==> config.mk <==
export PLATFORM = sky130hd
export DESIGN_NAME = multicycle_control_unit_flat
export DESIGN_NICKNAME = d
export VERILOG_FILES = /design/src/rtl/multicycle_control_unit_if.sv /design/src/rtl/multicycle_control_unit.sv /design/src/flat_wrapper.sv
export SDC_FILE = /design/constraint.sdc
export NUM_CORES = 1
export LEC_CHECK = 0
export ABC_CLOCK_PERIOD_IN_PS = 2900
export BUFFER_PORTS_ARGS = -buffer_cell sky130_fd_sc_hd__buf_2
export CORE_MARGIN = 2
export CORE_UTILIZATION = 35
export CTS_BUF_LIST = sky130_fd_sc_hd__clkbuf_2 sky130_fd_sc_hd__clkbuf_4 sky130_fd_sc_hd__clkbuf_8
export DETAILED_ROUTE_END_ITERATION = 8
export PLACE_DENSITY = 0.64
export REMOVE_ABC_BUFFERS = 1
export SETUP_SLACK_MARGIN = 0.02
export SLEW_MARGIN = 20
export SYNTH_ARGS = -nofsm -noshare
export SYNTH_HDL_FRONTEND = slang
export SYNTH_SLANG_ARGS = --single-unit
==> constraint.sdc <==
create_clock -name clk -period 2.9 [get_ports clk]
set_input_delay 0.145 -clock clk [delete_from_list [all_inputs] [get_ports clk]]
set_output_delay 0.145 -clock clk [all_outputs]
set_load 0.05 [all_outputs]
==> src/rtl/multicycle_control_unit_if.sv <==
// ---------------------------------------------------------------------------
// multicycle_control_unit_if
//   Bundle between the multicycle control FSM and its datapath.
//
//   Handshake: the datapath presents mem_ready. When the controller issues a
//   request (mem_read in FETCH/MEM_RD, mem_write in MEM_WR), the request stays
//   asserted every cycle until a cycle in which mem_ready=1. That cycle
//   completes the access and the FSM leaves the state on the following edge.
//   With MEM_HANDSHAKE=0 every request completes in its first cycle.
//
//   Signals (controller view):
//     opcode      in   instruction[31:26] from the IR, sampled in DECODE
//     mem_ready   in   memory completes the access this cycle
//     pc_write .. pc_source   out  datapath enables and mux selects
//     illegal_op  out  sticky trap flag
//     state_o     out  current FSM state encoding (debug)
//
//   modport master : the control unit
//   modport slave  : the datapath / testbench side
// ---------------------------------------------------------------------------
interface multicycle_control_unit_if #(
  parameter int OP_W    = 6,
  parameter int ALUOP_W = 2
);
  logic [OP_W-1:0]    opcode;
  logic               mem_ready;
  logic               pc_write;
  logic               pc_write_cond;
  logic               i_or_d;
  logic               mem_read;
  logic               mem_write;
  logic               ir_write;
  logic               mem_to_reg;
  logic               reg_dst;
  logic               reg_write;
  logic               alu_src_a;
  logic [1:0]         alu_src_b;
  logic [ALUOP_W-1:0] alu_op;
  logic [1:0]         pc_source;
  logic               illegal_op;
  logic [3:0]         state_o;

  modport master (
    input  opcode, mem_ready,
    output pc_write, pc_write_cond, i_or_d, mem_read, mem_write, ir_write,
           mem_to_reg, reg_dst, reg_write, alu_src_a, alu_src_b, alu_op,
           pc_source, illegal_op, state_o
  );

  modport slave (
    output opcode, mem_ready,
    input  pc_write, pc_write_cond, i_or_d, mem_read, mem_write, ir_write,
           mem_to_reg, reg_dst, reg_write, alu_src_a, alu_src_b, alu_op,
           pc_source, illegal_op, state_o
  );
endinterface

==> src/rtl/multicycle_control_unit.sv <==
// ---------------------------------------------------------------------------
// multicycle_control_unit
//   Moore FSM sequencing fetch / decode / execute / memory / write-back for
//   the MIPS subset R-type, lw, sw, beq, j, addi. Unsupported opcodes trap
//   until reset.
//
//   Ports:
//     clk   rising-edge clock
//     rst   synchronous active-high reset
//     bus   multicycle_control_unit_if.master (opcode, mem_ready in;
//           datapath enables, illegal_op, state_o out)
//
//   Parameters:
//     OP_W          opcode width; opcodes compared zero-extended
//     ALUOP_W       alu_op width (00 add, 01 sub, 10 funct-decode)
//     MEM_HANDSHAKE 1: memory states wait for mem_ready, 0: single cycle
// ---------------------------------------------------------------------------
module multicycle_control_unit #(
  parameter int OP_W          = 6,
  parameter int ALUOP_W       = 2,
  parameter bit MEM_HANDSHAKE = 1'b1
) (
  input  logic                        clk,
  input  logic                        rst,
  multicycle_control_unit_if.master   bus
);

  localparam logic [3:0] S_FETCH     = 4'd0;
  localparam logic [3:0] S_DECODE    = 4'd1;
  localparam logic [3:0] S_MEM_ADDR  = 4'd2;
  localparam logic [3:0] S_MEM_RD    = 4'd3;
  localparam logic [3:0] S_MEM_WB    = 4'd4;
  localparam logic [3:0] S_MEM_WR    = 4'd5;
  localparam logic [3:0] S_R_EXEC    = 4'd6;
  localparam logic [3:0] S_R_WB      = 4'd7;
  localparam logic [3:0] S_BRANCH    = 4'd8;
  localparam logic [3:0] S_JUMP      = 4'd9;
  localparam logic [3:0] S_ADDI_EXEC = 4'd10;
  localparam logic [3:0] S_ADDI_WB   = 4'd11;
  localparam logic [3:0] S_TRAP      = 4'd15;

  // Opcodes are compared at the wider of OP_W and 6 bits so a narrow opcode
  // never aliases onto a 6-bit constant by truncation.
  localparam int CMP_W = (OP_W > 6) ? OP_W : 6;

  function automatic logic op_is(input logic [OP_W-1:0] op, input logic [5:0] code);
    return CMP_W'(op) == CMP_W'(code);
  endfunction

  logic [3:0]      state_q, state_d;
  logic [OP_W-1:0] op_q;
  logic            illegal_q;
  logic            mem_done;
  logic [3:0]      out_state;

  assign mem_done = MEM_HANDSHAKE ? bus.mem_ready : 1'b1;

  // ---------------- next state ----------------
  always_comb begin
    state_d = state_q;
    case (state_q)
      S_FETCH:     if (mem_done) state_d = S_DECODE;
      S_DECODE: begin
        if (op_is(bus.opcode, 6'h00))                                  state_d = S_R_EXEC;
        else if (op_is(bus.opcode, 6'h23) || op_is(bus.opcode, 6'h2B)) state_d = S_MEM_ADDR;
        else if (op_is(bus.opcode, 6'h04))                             state_d = S_BRANCH;
        else if (op_is(bus.opcode, 6'h02))                             state_d = S_JUMP;
        else if (op_is(bus.opcode, 6'h08))                             state_d = S_ADDI_EXEC;
        else                                                           state_d = S_TRAP;
      end
      // Load/store split uses the opcode captured in DECODE, not the live one.
      S_MEM_ADDR:  state_d = op_is(op_q, 6'h23) ? S_MEM_RD : S_MEM_WR;
      S_MEM_RD:    if (mem_done) state_d = S_MEM_WB;
      S_MEM_WB:    state_d = S_FETCH;
      S_MEM_WR:    if (mem_done) state_d = S_FETCH;
      S_R_EXEC:    state_d = S_R_WB;
      S_R_WB:      state_d = S_FETCH;
      S_BRANCH:    state_d = S_FETCH;
      S_JUMP:      state_d = S_FETCH;
      S_ADDI_EXEC: state_d = S_ADDI_WB;
      S_ADDI_WB:   state_d = S_FETCH;
      S_TRAP:      state_d = S_TRAP;
      default:     state_d = S_TRAP;   // encodings 12..14 are unreachable
    endcase
  end

  // ---------------- state registers ----------------
  always_ff @(posedge clk) begin
    if (rst) begin
      state_q   <= S_FETCH;
      op_q      <= '0;
      illegal_q <= 1'b0;
    end else begin
      state_q <= state_d;
      if (state_q == S_DECODE) op_q <= bus.opcode;
      // Set on the edge entering TRAP so the flag is visible in its first cycle.
      if (state_d == S_TRAP) illegal_q <= 1'b1;
    end
  end

  // ---------------- Moore outputs ----------------
  // During reset the non-enable outputs show FETCH values; every write and
  // request is then forced low so a reset mid-instruction writes nothing.
  assign out_state = rst ? S_FETCH : state_q;

  always_comb begin
    bus.pc_write      = 1'b0;
    bus.pc_write_cond = 1'b0;
    bus.i_or_d        = 1'b0;
    bus.mem_read      = 1'b0;
    bus.mem_write     = 1'b0;
    bus.ir_write      = 1'b0;
    bus.mem_to_reg    = 1'b0;
    bus.reg_dst       = 1'b0;
    bus.reg_write     = 1'b0;
    bus.alu_src_a     = 1'b0;
    bus.alu_src_b     = 2'b00;
    bus.alu_op        = '0;
    bus.pc_source     = 2'b00;
    case (out_state)
      S_FETCH: begin
        bus.mem_read  = 1'b1;
        bus.alu_src_b = 2'b01;
        // IR and PC load only in the cycle the fetch actually completes.
        bus.ir_write  = mem_done;
        bus.pc_write  = mem_done;
      end
      S_DECODE:    bus.alu_src_b = 2'b11;
      S_MEM_ADDR: begin
        bus.alu_src_a = 1'b1;
        bus.alu_src_b = 2'b10;
      end
      S_MEM_RD: begin
        bus.mem_read = 1'b1;
        bus.i_or_d   = 1'b1;
      end
      S_MEM_WB: begin
        bus.reg_write  = 1'b1;
        bus.mem_to_reg = 1'b1;
      end
      S_MEM_WR: begin
        bus.mem_write = 1'b1;
        bus.i_or_d    = 1'b1;
      end
      S_R_EXEC: begin
        bus.alu_src_a = 1'b1;
        bus.alu_op    = ALUOP_W'(2'b10);
      end
      S_R_WB: begin
        bus.reg_write = 1'b1;
        bus.reg_dst   = 1'b1;
      end
      S_BRANCH: begin
        bus.alu_src_a     = 1'b1;
        bus.alu_op        = ALUOP_W'(2'b01);
        bus.pc_write_cond = 1'b1;
        bus.pc_source     = 2'b01;
      end
      S_JUMP: begin
        bus.pc_write  = 1'b1;
        bus.pc_source = 2'b10;
      end
      S_ADDI_EXEC: begin
        bus.alu_src_a = 1'b1;
        bus.alu_src_b = 2'b10;
      end
      S_ADDI_WB:   bus.reg_write = 1'b1;
      default: ;   // TRAP and unreachable encodings drive everything low
    endcase
    if (rst) begin
      bus.pc_write      = 1'b0;
      bus.pc_write_cond = 1'b0;
      bus.mem_read      = 1'b0;
      bus.mem_write     = 1'b0;
      bus.ir_write      = 1'b0;
      bus.reg_write     = 1'b0;
    end
  end

  assign bus.illegal_op = illegal_q;
  assign bus.state_o    = state_q;

endmodule

==> src/flat_wrapper.sv <==
// flat-port wrapper written by rule: the top's interface ports become plain ports
module multicycle_control_unit_flat 
#(
  parameter int OP_W          = 6,
  parameter int ALUOP_W       = 2,
  parameter bit MEM_HANDSHAKE = 1'b1
)
  (clk, rst, bus_opcode, bus_mem_ready, bus_pc_write, bus_pc_write_cond, bus_i_or_d, bus_mem_read, bus_mem_write, bus_ir_write, bus_mem_to_reg, bus_reg_dst, bus_reg_write, bus_alu_src_a, bus_alu_src_b, bus_alu_op, bus_pc_source, bus_illegal_op, bus_state_o);
  multicycle_control_unit_if #(.OP_W(OP_W), .ALUOP_W(ALUOP_W)) bus_i ();
  input  logic clk;
  input  logic rst;
  input wire logic [$bits(bus_i.opcode)-1:0] bus_opcode;
  input wire logic [$bits(bus_i.mem_ready)-1:0] bus_mem_ready;
  output wire logic [$bits(bus_i.pc_write)-1:0] bus_pc_write;
  output wire logic [$bits(bus_i.pc_write_cond)-1:0] bus_pc_write_cond;
  output wire logic [$bits(bus_i.i_or_d)-1:0] bus_i_or_d;
  output wire logic [$bits(bus_i.mem_read)-1:0] bus_mem_read;
  output wire logic [$bits(bus_i.mem_write)-1:0] bus_mem_write;
  output wire logic [$bits(bus_i.ir_write)-1:0] bus_ir_write;
  output wire logic [$bits(bus_i.mem_to_reg)-1:0] bus_mem_to_reg;
  output wire logic [$bits(bus_i.reg_dst)-1:0] bus_reg_dst;
  output wire logic [$bits(bus_i.reg_write)-1:0] bus_reg_write;
  output wire logic [$bits(bus_i.alu_src_a)-1:0] bus_alu_src_a;
  output wire logic [$bits(bus_i.alu_src_b)-1:0] bus_alu_src_b;
  output wire logic [$bits(bus_i.alu_op)-1:0] bus_alu_op;
  output wire logic [$bits(bus_i.pc_source)-1:0] bus_pc_source;
  output wire logic [$bits(bus_i.illegal_op)-1:0] bus_illegal_op;
  output wire logic [$bits(bus_i.state_o)-1:0] bus_state_o;
  assign bus_i.opcode = bus_opcode;
  assign bus_i.mem_ready = bus_mem_ready;
  assign bus_pc_write = bus_i.pc_write;
  assign bus_pc_write_cond = bus_i.pc_write_cond;
  assign bus_i_or_d = bus_i.i_or_d;
  assign bus_mem_read = bus_i.mem_read;
  assign bus_mem_write = bus_i.mem_write;
  assign bus_ir_write = bus_i.ir_write;
  assign bus_mem_to_reg = bus_i.mem_to_reg;
  assign bus_reg_dst = bus_i.reg_dst;
  assign bus_reg_write = bus_i.reg_write;
  assign bus_alu_src_a = bus_i.alu_src_a;
  assign bus_alu_src_b = bus_i.alu_src_b;
  assign bus_alu_op = bus_i.alu_op;
  assign bus_pc_source = bus_i.pc_source;
  assign bus_illegal_op = bus_i.illegal_op;
  assign bus_state_o = bus_i.state_o;
  multicycle_control_unit #(.OP_W(OP_W), .ALUOP_W(ALUOP_W), .MEM_HANDSHAKE(MEM_HANDSHAKE)) u_core (.clk(clk), .rst(rst), .bus(bus_i));
endmodule
; ---- After elaboration in Yosys (flattened, before gate mapping)
; Cells that the tools add are included.
[op_classes]
n_eq_ne = 29
muxes = 30
reduce_logical = 10
[ops]
columns = cell, n
row1 = == test 4 bit (second input constant), 9
row2 = == test 4 x 3 -> 1 bit (second input constant), 8
row3 = two-way mux 4 bit, 8
row4 = case mux 4 bit (8 select lines), 1
row5 = == test 6 bit (second input constant), 3
row6 = == test 4 x 2 -> 1 bit (second input constant), 4
row7 = two-way mux 1 bit, 15
row8 = == test 4 x 1 -> 1 bit (second input constant), 2
row9 = zero test 4 bit, 2
row10 = case mux 2 bit (2 select lines), 2
row11 = == test 6 x 2 -> 1 bit (second input constant), 1
row12 = == test 6 x 3 -> 1 bit (second input constant), 1
row13 = == test 6 x 4 -> 1 bit (second input constant), 1
row14 = zero test 6 bit, 1
row15 = two-way mux 3 bit, 2
row16 = case mux 2 bit (3 select lines), 1
row17 = OR reduction 2 bit, 3
row18 = OR reduction 5 bit, 1
row19 = OR reduction 4 bit, 1
row20 = OR reduction 3 bit, 1
row21 = case mux 1 bit (2 select lines), 1
row22 = logical OR 1 bit, 1
[totals]
elab_cells = 72
out_inout_bits = 21
in_bits = 9
register_bits = 11

; ---- Longest topological paths before layout
; Gate-level depths: netlist of run 1.
[depth]
ltp_word = 8
mapped_depth = 6
depth_no_buf = 5

; ---- Least setup slack after synthesis of run 1
; OpenSTA, ideal clock, no wires.
[synth_timing]
kind = reg2out
start = register u_core.state_q[2], in the netlist u_core.bus.state_o[2]
end = output port bus_i_or_d
stages_incl_launch_ff = 4
arrival_ps = 2690
path_buffers = 1
t_required_ps = 2755
setup_slack_ps = 65
cell_sequence = dfxtp_1 -> clkbuf_1 -> xnor2_1 -> nor4b_1
[synth_between]
elab_chain_cells = 4
elab_cells_between_ends = 5
classes_between = eq/ne: 2 / mux: 2 / reduce/logical: 1
[synth_lines]
columns = element, line
row1 = "start, declared", multicycle_control_unit.sv:50  ; logic [3:0] state_q, state_d;
row2 = "start signal, assigned", multicycle_control_unit.sv:94  ; state_q <= state_d;
row3 = two-way mux 4 bit (*), multicycle_control_unit.sv:104  ; assign out_state = rst ? S_FETCH : state_q;
row4 = == test 4 x 2 -> 1 bit / == test 4 x 3 -> 1 bit (equally long branches), multicycle_control_unit.sv:120  ; case (out_state)
row5 = OR reduction 2 bit (no source line) (*), --
row6 = two-way mux 1 bit (*), multicycle_control_unit.sv:120
row7 = "end, declared", flat_wrapper.sv:16  ; output wire logic [$bits(bus_i.i_or_d)-1:0] bus_i_or_d;
; Mark *: on every way between the ends. The rest lies on a longest branch, timed or not.

; ---- Worst setup path in the final report of run 1
[layout_timing]
start = register u_core.state_q[0], in the netlist u_core.bus.state_o[0]
end = register u_core.illegal_q, in the netlist u_core.bus.illegal_op
[layout_between]
elab_chain_cells = 4
elab_cells_between_ends = 18
classes_between = eq/ne: 12 / mux: 4 / reduce/logical: 2
[layout_lines]
columns = element, line
row1 = == test 4 x 3 -> 1 bit / == test 4 bit (equally long branches), multicycle_control_unit.sv:61  ; case (state_q)
row2 = OR reduction 5 bit (no source line), --
row3 = case mux 4 bit (8 select lines) (*), multicycle_control_unit.sv:61
row4 = == test 4 bit (*), multicycle_control_unit.sv:97  ; if (state_d == S_TRAP) illegal_q <= 1'b1;
row5 = "end signal, assigned", multicycle_control_unit.sv:92  ; illegal_q <= 1'b0;
row6 = "end signal, assigned", multicycle_control_unit.sv:97
row7 = "end, declared", multicycle_control_unit.sv:52  ; logic illegal_q;
; Marks and branches as above.
; A chain may end at the register's enable or synchronous reset.

==> PnR_summary.wiki, run 1 <==
{| class="wikitable"
! Metric !! Value
|-
| Highest net fanout along the worst path || 15
|-
| Worst Setup Start Kind || flop
|-
| Metal-1 WL || 909 um
|-
| DPL Wire Length || 1530 um
|-
| Count of nets left with antenna violations after detail routing || 0
|-
| Final setup violation count || 0
|-
| Setup clock skew after layout || 0.000425 ns
|-
| Width of the die || 52.2 um
|-
| Count of input and output buffers || 29
|-
| Commonest non-fill, non-tap cells in the layout || sky130_fd_sc_hd__buf_2, sky130_fd_sc_hd__nand2_1, sky130_fd_sc_hd__nor2_1
|-
| Cts hold-fix bufs || 0
|-
| Post-route total power || 1070 uW
|-
| Parity-gate share of the synthesized area counting xor and xnor cells || 0.0323
|-
| Worst Setup Slack post-DPL || 0.915 ns
|-
| Final Routed Wirelength || 2010 um
|-
| Critical path, cell by cell || or4b_1 -> a41oi_2 -> o311ai_0 -> o211a_2 -> o32ai_2
|-
| Gr ovfl total || 0
|-
| Number of buffers created by CTS || 3
|-
| Class of the tightest hold or removal check || primary input to flop
|-
| Row cnt || 17
|-
| Post-synthesis mux area share || 0
|-
| Reg clk slew, reported paths || 0.06 ns
|-
| Maximum cell stage delay along the critical path || 0.63 ns
|-
| Number of antenna cells inserted || 0
|-
| Initial core utilization || 0.368
|-
| Achievable frequency || 493 MHz
|-
| Die outline height || 52.2 um
|-
| Wirelength per Cell || 12.2 um
|-
| Placeable Area || 0.00221 mm2
|-
| Leakage power summed over all cells || 0.000423 uW
|-
| Final worst-path setup slack || 0.872 ns
|-
| Mean Syn Cell Area || 7.21 um2
|-
| GP Congestion || 0.789
|-
| Via count of the first global-routing pass || 780
|-
| Via count || 874
|-
| Resized Gates After CTS || 0
|-
| Top Family by Delay on Critical Path || compound AO/OA/AOI/OAI gates
|-
| Number of antenna violations at the first check in global routing || 0
|-
| Routed met2 length || 1040 um
|-
| Count of yosys warnings during synthesis || 0
|-
| Maximum VDD drop || 0.793 mV
|-
| Number of buffer and inverter stages on the critical path || 0
|-
| GRT Util Overall || 0.163
|-
| Data arrival, critical path || 2.21 ns
|-
| Clock sink count || 11
|-
| Actual slew at the worst max-slew pin || 0.457 ns
|-
| Largest family of logic cells by synthesized area || simple AND/OR/NAND/NOR gates
|-
| Via count normalized by instance count || 5.33
|-
| Simple-gate area share of the yosys netlist || 0.382
|-
| Time the worst path needs with I/O delays and setup || 2.03 ns
|-
| Max_slew headroom || 0.695
|-
| Core utilization of the finished layout || 0.443
|-
| Distinct cell type count of the synthesized netlist || 39
|-
| Post-synthesis adder-cell area fraction || 0
|-
| Leading cell type in the layout, fill and taps excluded || sky130_fd_sc_hd__buf_2
|-
| Share of final-layout standard cells stronger than drive strength 1 || 0.294
|-
| Number of max-cap violations || 0
|-
| Post-route DRC violation count || 0
|-
| Clock insertion delay at the later pin of the skew report || 0.26 ns
|-
| Total iterations of the first detailed-routing run || 4
|-
| Run status || finished clean
|-
| Total standard cell area after synthesis || 815 um2
|-
| Compound-gate portion of the synthesized area || 0.243
|-
| Number of nets in the finished design || 146
|-
| Number of fill cells in the layout || 239
|-
| Area growth from synthesis to layout || 20.4%
|-
| Number of enable-type register cells in the synthesized netlist || 0
|-
| Maximum clock insertion buffer count || 2
|-
| Top layer reached by signal wires || met4
|-
| I/O pin count || 30
|-
| Count of endpoints failing hold in the final timing report || 0
|-
| Met3 wire length || 43 um
|-
| Setup_tns || 0 ns
|-
| Mapped Cells || 113
|-
| CTS tree || done
|-
| Pin count of the biggest net entering global routing || 20
|-
| Post-synthesis sequential area ratio || 0.270
|-
| Count of state elements after synthesis || 11
|-
| Unrepaired setup endpoints after global routing || no
|-
| Root Driver || sky130_fd_sc_hd__clkbuf_4
|-
| Setup Fix Bufs, Post-CTS || 0
|-
| Flip-flop cell with the highest count after synthesis || sky130_fd_sc_hd__dfxtp_1
|-
| Final number of max-transition violations || 0
|-
| Required @ worst endpoint || 3.08 ns
|-
| Fraction of the cycle the final worst path needs || 0.699
|-
| Sort of element at the end of the critical path || flop
|-
| Critical Path Slowest Stage Cell || sky130_fd_sc_hd__or4b_1
|-
| Async SR Flop Fraction || 0
|-
| Count of H-tree levels built during CTS || 1
|-
| Pwr dens || 1090 mW/mm2
|-
| Category of the most critical setup path || flop to flop
|-
| Initial drt markers || 11
|-
| Total Die Area || 0.00273 mm2
|-
| First-pass GRT wire length || 3400 um
|}
[metrics by stage]
step | hold slack, ns | instance area, um2 | std cells
2_1_floorplan | 0.214 | 771 | 103
3_3_place_gp | 0.424 | 951 | 160
3_5_place_dp | 0.425 | 951 | 160
4_1_cts | 0.139 | 981 | 164
5_1_grt | 0.135 | 981 | 164
6_report | 0.148 | 981 | 164
[cell families (layout without fill, tap and decap cells)]
logic type	Yosys count	count (layout)
simple gates	59	59
compound gates	26	26
buf+inv	14	37
flops	11	11
xor+xnor	3	3
[area by class of cell]
cell class                 count  area, um2  area share
sequential                    11        220       0.224
inverter                       4       15.0      0.0153
multi-input combinational     88        536       0.546
clock buffer                   4       30.0      0.0306
tap                           28       35.0      0.0357
timing repair buffer          29        145       0.148
[per-layer routing]
layer,track usage,up-vias
met4,0.0256,0
met3,0.0429,2
met1,0.217,417
li1,-,448
met2,0.268,7
met5,0,-
[cells in the mapped netlist (2+ instances only)]
| cell type | instances | area (um2) |
|---|---|---|
| sky130_fd_sc_hd__dfxtp_1 | 11 | 220 |
| sky130_fd_sc_hd__buf_2 | 2 | 10.0 |
| sky130_fd_sc_hd__nor3_1 | 6 | 30.0 |
| sky130_fd_sc_hd__nand2_1 | 14 | 52.6 |
| sky130_fd_sc_hd__o311ai_0 | 2 | 17.5 |
| sky130_fd_sc_hd__clkbuf_1 | 6 | 22.5 |
| sky130_fd_sc_hd__nand2b_1 | 5 | 31.3 |
| sky130_fd_sc_hd__nor3b_1 | 2 | 15.0 |
| sky130_fd_sc_hd__xnor2_1 | 2 | 17.5 |
| sky130_fd_sc_hd__and3_1 | 2 | 12.5 |
| sky130_fd_sc_hd__nor2b_1 | 5 | 31.3 |
| sky130_fd_sc_hd__a21oi_1 | 7 | 35.0 |
| sky130_fd_sc_hd__o2111ai_1 | 2 | 17.5 |
| sky130_fd_sc_hd__inv_1 | 4 | 15.0 |
| sky130_fd_sc_hd__nor2_1 | 13 | 48.8 |
| sky130_fd_sc_hd__or2_2 | 2 | 12.5 |
| sky130_fd_sc_hd__nand4b_1 | 2 | 17.5 |
| sky130_fd_sc_hd__o21ai_0 | 5 | 25.0 |
[path summary, 6_finish.rpt]
path / from / slack, ns / cells after the start / endpoint
setup / recovery: u_core.bus.state_o[0] / 0.87 / 5 / u_core.bus.illegal_op
hold / removal: bus_opcode[0] / 0.15 / 3 / u_core.op_q[0]
setup reg to reg: u_core.bus.state_o[0] / 0.87 / 5 / u_core.bus.illegal_op
hold reg to reg: u_core.op_q[2] / 0.45 / 2 / u_core.op_q[2]
[registers in the layout, indices dropped and copies added (netlist names)]
| signal | flops |
|---|---|
| u_core.bus.illegal_op | 1 |
| u_core.bus.state_o | 4 |
| u_core.op_q | 6 |
[report_power, final]
| part | switching, uW | total [uW] | internal (uW) |
|---|---|---|---|
| clock network | 47.6 | 110 | 62.5 |
| registers | 88.0 | 286 | 198 |
| logic | 469 | 672 | 204 |
| total | 604 | 1070 | 464 |
[tightest hold or removal path, stage by stage]
cell	delay, ns
sky130_fd_sc_hd__buf_2	0.12
sky130_fd_sc_hd__nand2_1	0.05
sky130_fd_sc_hd__a21oi_1	0.05
No activity file was read; power rests on OpenSTA's default activity.
==> inputs of run 2 (changes only) <==
Settings changed: ABC_AREA set to 1, ABC_CLOCK_PERIOD_IN_PS 2900 to 2000, PLACE_DENSITY 0.64 to 0.65.
Clock period 2.9 ns to 2 ns, I/O delays scaled along.
==> run 2 against run 1 <==
Clock skew grew 0.0040 ns. Sequential share of layout area grew 0.53 points. Highest routed layer unchanged. Largest power group unchanged. First-iteration DRC count grew 91%. Worst hold slack lost 0.044 ns. Clock-buffer cell count is the same. Sequential cell count is the same. Register-to-register slack lost 0.22 ns. Final area shrank 2.3%. Via count grew 4.0%. Non-clock buffer count is the same. Combinational power grew 47%. Worst setup slack lost 0.62 ns.
==> PnR_summary.wiki, run 2 <==
{| class="wikitable"
! Metric !! Value
|-
| Number of flip-flops under the largest register name || 6 (unchanged)
|-
| Resized Gates After CTS || 0 (unchanged)
|-
| Post-synthesis sequential area ratio || 0.284 (+0.0140)
|-
| Setup clock skew after layout || 0.00447 ns (+0.00404 ns)
|-
| Count of state elements after synthesis || 11 (unchanged)
|-
| Run status || finished clean
|-
| Wirelength per Cell || 10.2 um (-16%)
|-
| Pin count of the biggest net entering global routing || 14 (-30%)
|-
| CTS tree || done
|-
| Number of buffers created by CTS || 3 (unchanged)
|-
| Power spent charging and discharging nets || 896 uW (+48%)
|-
| Critical Path Slowest Stage Cell || sky130_fd_sc_hd__dfxtp_1
|-
| R2R cell count || 8 (+3)
|-
| Fraction of the cycle the final worst path needs || 0.875
|-
| Number of antenna violations at the first check in global routing || 0 (unchanged)
|-
| Pwr dens || 1600 mW/mm2 (+47%)
|-
| Count of endpoints failing hold in the final timing report || 0 (unchanged)
|-
| Most repeated cell in the gate-level netlist after synthesis || sky130_fd_sc_hd__nor2_1
|-
| Root Driver || sky130_fd_sc_hd__clkbuf_4
|-
| Sequential cell fraction of total power || 0.247 (-0.021)
|-
| Clock sink count || 11 (unchanged)
|-
| Count of yosys warnings during synthesis || 0 (unchanged)
|-
| Clock insertion delay at the later pin of the skew report || 0.27 ns (about the same)
|-
| Data arrival, critical path || 1.65 ns (-0.56 ns)
|-
| Setup Fix Bufs, Post-CTS || 0 (unchanged)
|-
| Die outline height || 51.0 um (-2.3%)
|-
| Maximum VDD drop || 0.755 mV (-4.8%)
|-
| Class of the tightest hold or removal check || primary input to flop
|-
| Time the worst path needs with I/O delays and setup || 1.75 ns
|-
| Number of antenna cells inserted || 0 (unchanged)
|-
| Mapped Cells || 129 (+14%)
|-
| Unrepaired setup endpoints after global routing || no
|-
| Largest area contributor in the synthesized netlist || sky130_fd_sc_hd__dfxtp_1
|-
| Count of nets left with antenna violations after detail routing || 0 (unchanged)
|-
| Switching power as a share of total power || 0.585 (+0.0192)
|-
| Placeable Area || 0.00215 mm2 (-2.9%)
|-
| Final setup violation count || 0 (unchanged)
|-
| Maximum cell stage delay along the critical path || 0.36 ns (-0.27 ns)
|-
| Commonest cells in the synthesized netlist || sky130_fd_sc_hd__nor2_1, sky130_fd_sc_hd__nand2_1, sky130_fd_sc_hd__inv_1, sky130_fd_sc_hd__dfxtp_1, sky130_fd_sc_hd__nand3_1
|-
| Number of cells after detailed placement || 182 (+14%)
|-
| Final Routed Wirelength || 1900 um (-5.2%)
|-
| Via count of the first global-routing pass || 803 (+2.9%)
|-
| Post-route DRC violation count || 0 (unchanged)
|-
| Post-route non-filler standard cell count || 186 (+13%)
|-
| Achievable frequency || 571 MHz
|-
| Min Hold Slack || 0.104 ns (-0.0438 ns)
|-
| Share of the synthesized area in the top cell type || 0.284 (+0.0140)
|-
| Category of the most critical setup path || flop to primary output
|-
| First-pass GRT wire length || 3210 um (-5.7%)
|-
| Cell type with the highest occurrence count on the critical path || sky130_fd_sc_hd__inv_2
|-
| Reg clk slew, reported paths || 0.07 ns (about the same)
|-
| Count of input and output buffers || 29 (unchanged)
|-
| Worst Setup Start Kind || flop
|-
| Cell types with the largest area share after synthesis || sky130_fd_sc_hd__dfxtp_1, sky130_fd_sc_hd__nor2_1, sky130_fd_sc_hd__nand2_1
|-
| I/O pin count || 30 (unchanged)
|-
| Final number of max-transition violations || 0 (unchanged)
|-
| Area growth from synthesis to layout || 23.7%
|-
| Initial core utilization || 0.361 (-0.00770)
|-
| Via count || 909 (+4.0%)
|-
| Leading cell type in the layout, fill and taps excluded || sky130_fd_sc_hd__nor2_1
|-
| Leakage power summed over all cells || 0.000512 uW (+21%)
|-
| Critical path, cell by cell || inv_2 -> nor2_1 -> inv_2 -> nor2_8 -> inv_2 -> o21ai_1 -> buf_2
|-
| Total standard cell area after synthesis || 774 um2 (-4.9%)
|-
| DPL Wire Length || 1550 um (+1.5%)
|-
| Number of max-cap violations || 0 (unchanged)
|-
| GP Congestion || 0.783 (-0.85%)
|-
| Number of enable-type register cells in the synthesized netlist || 0 (unchanged)
|-
| Gr ovfl total || 0 (unchanged)
|-
| Maximum clock insertion buffer count || 2 (unchanged)
|-
| Async SR Flop Fraction || 0 (unchanged)
|-
| Required @ worst endpoint || 1.90 ns (-1.18 ns)
|-
| Highest net fanout along the worst path || 13 (-2)
|-
| GRT Util Overall || 0.161 (-0.00114)
|-
| Part of the total power dissipated in the clock network || 0.107 (+0.004)
|-
| Mean Syn Cell Area || 6.00 um2 (-17%)
|-
| Via count normalized by instance count || 4.89 (-8.3%)
|-
| Largest register by flop count || u_core.op_q
|-
| Distinct cell type count of the synthesized netlist || 23 (-41%)
|-
| Actual slew at the worst max-slew pin || 0.319 ns (-0.138 ns)
|-
| Core utilization of the finished layout || 0.446 (+0.00269)
|-
| Share of final-layout standard cells stronger than drive strength 1 || 0.278 (-0.0156)
|-
| Row cnt || 17 (unchanged)
|-
| Initial drt markers || 21 (+10)
|-
| Total Die Area || 0.00261 mm2 (-4.5%)
|-
| Cell Int Power || 637 uW (+37%)
|-
| Flip-flop cell with the highest count after synthesis || sky130_fd_sc_hd__dfxtp_1
|-
| Max_slew headroom || 0.787 (+0.0923)
|-
| Cts hold-fix bufs || 0 (unchanged)
|-
| Number of nets in the finished design || 168 (+15%)
|-
| WHS Path Cells || 3 (unchanged)
|-
| Width of the die || 51.0 um (-2.3%)
|-
| Count of H-tree levels built during CTS || 1 (unchanged)
|-
| Total iterations of the first detailed-routing run || 4 (unchanged)
|-
| Part of the power in combinational logic || 0.646 (+0.017)
|-
| Commonest non-fill, non-tap cells in the layout || sky130_fd_sc_hd__nor2_1, sky130_fd_sc_hd__buf_2, sky130_fd_sc_hd__nand2_1
|-
| Sort of element at the end of the critical path || primary output
|}
-- run 2: changes by cell type after synthesis, moves of 6 or more --
| cell | delta |
|---|---|
| sky130_fd_sc_hd__nand4_1 | +7 |
| sky130_fd_sc_hd__inv_1 | +12 |
| sky130_fd_sc_hd__nand3_1 | +7 |
| sky130_fd_sc_hd__o21ai_1 | +6 |
| sky130_fd_sc_hd__nand2_1 | +6 |
| sky130_fd_sc_hd__nor2_1 | +17 |
-- run 2: cells by family after synthesis --
group                  synth area share
buffers and inverters             0.144
AOI/OAI and AO/OA                 0.149
DFF                               0.284
and+or+nand+nor                   0.423
-- run 2: cell type report --
cell class / count / area (um2)
Clock buffer: 4 / 30.0
Fill cell: 243 / 1190
Inverter: 22 / 85.1
Multi-Input combinational cell: 92 / 443
Sequential cell: 11 / 220
Tap cell: 28 / 35.0
Timing Repair Buffer: 29 / 145
-- run 2: final timing paths --
kind,start,endpoint,slack (ns)
setup / recovery,u_core.bus.state_o[0],bus_alu_src_b[1],0.25
hold / removal,bus_opcode[4],u_core.op_q[4],0.10
setup reg to reg,u_core.bus.state_o[0],u_core.bus.illegal_op,0.65
hold reg to reg,u_core.bus.illegal_op,u_core.bus.illegal_op,0.46
-- run 2: routing by layer --
layer	global-route usage	part of all wire	up-vias
li1	-	-	471
met1	0.189	0.44	392
met2	0.286	0.46	41
met3	0.0205	0.077	5
met4	0.0811	0.019	0
met5	0	0	-
-- run 2: power groups by stage --
stage | Sequential, uW | Clock [uW] | Combinational, uW
finish | 379 | 164 | 990
global route | 397 | 184 | 1080
CTS | 379 | 168 | 995
detailed placement | 384 | 0 | 991
global placement | 379 | 0 | 987
floorplan | 496 | 0 | 673
-- run 2: per-stage QoR --
stage          power [uW]  cell area, um2  TNS, ns  setup WS, ns
3_3_place_gp         1370             928        0         0.559
3_5_place_dp         1380             928        0         0.553
2_1_floorplan        1170             748    -2.01        -0.895
6_report             1530             958        0         0.250
4_1_cts              1540             958        0         0.252
5_1_grt              1660             958        0         0.106
-- run 2: worst max-delay path, delay by kind of cell (launching register included) --
family | cells | cell delay (ns)
AOI/OAI and AO/OA | 1 | 0.13
buffers and inverters | 4 | 0.55
DFF | 1 | 0.36
and+or+nand+nor | 2 | 0.34
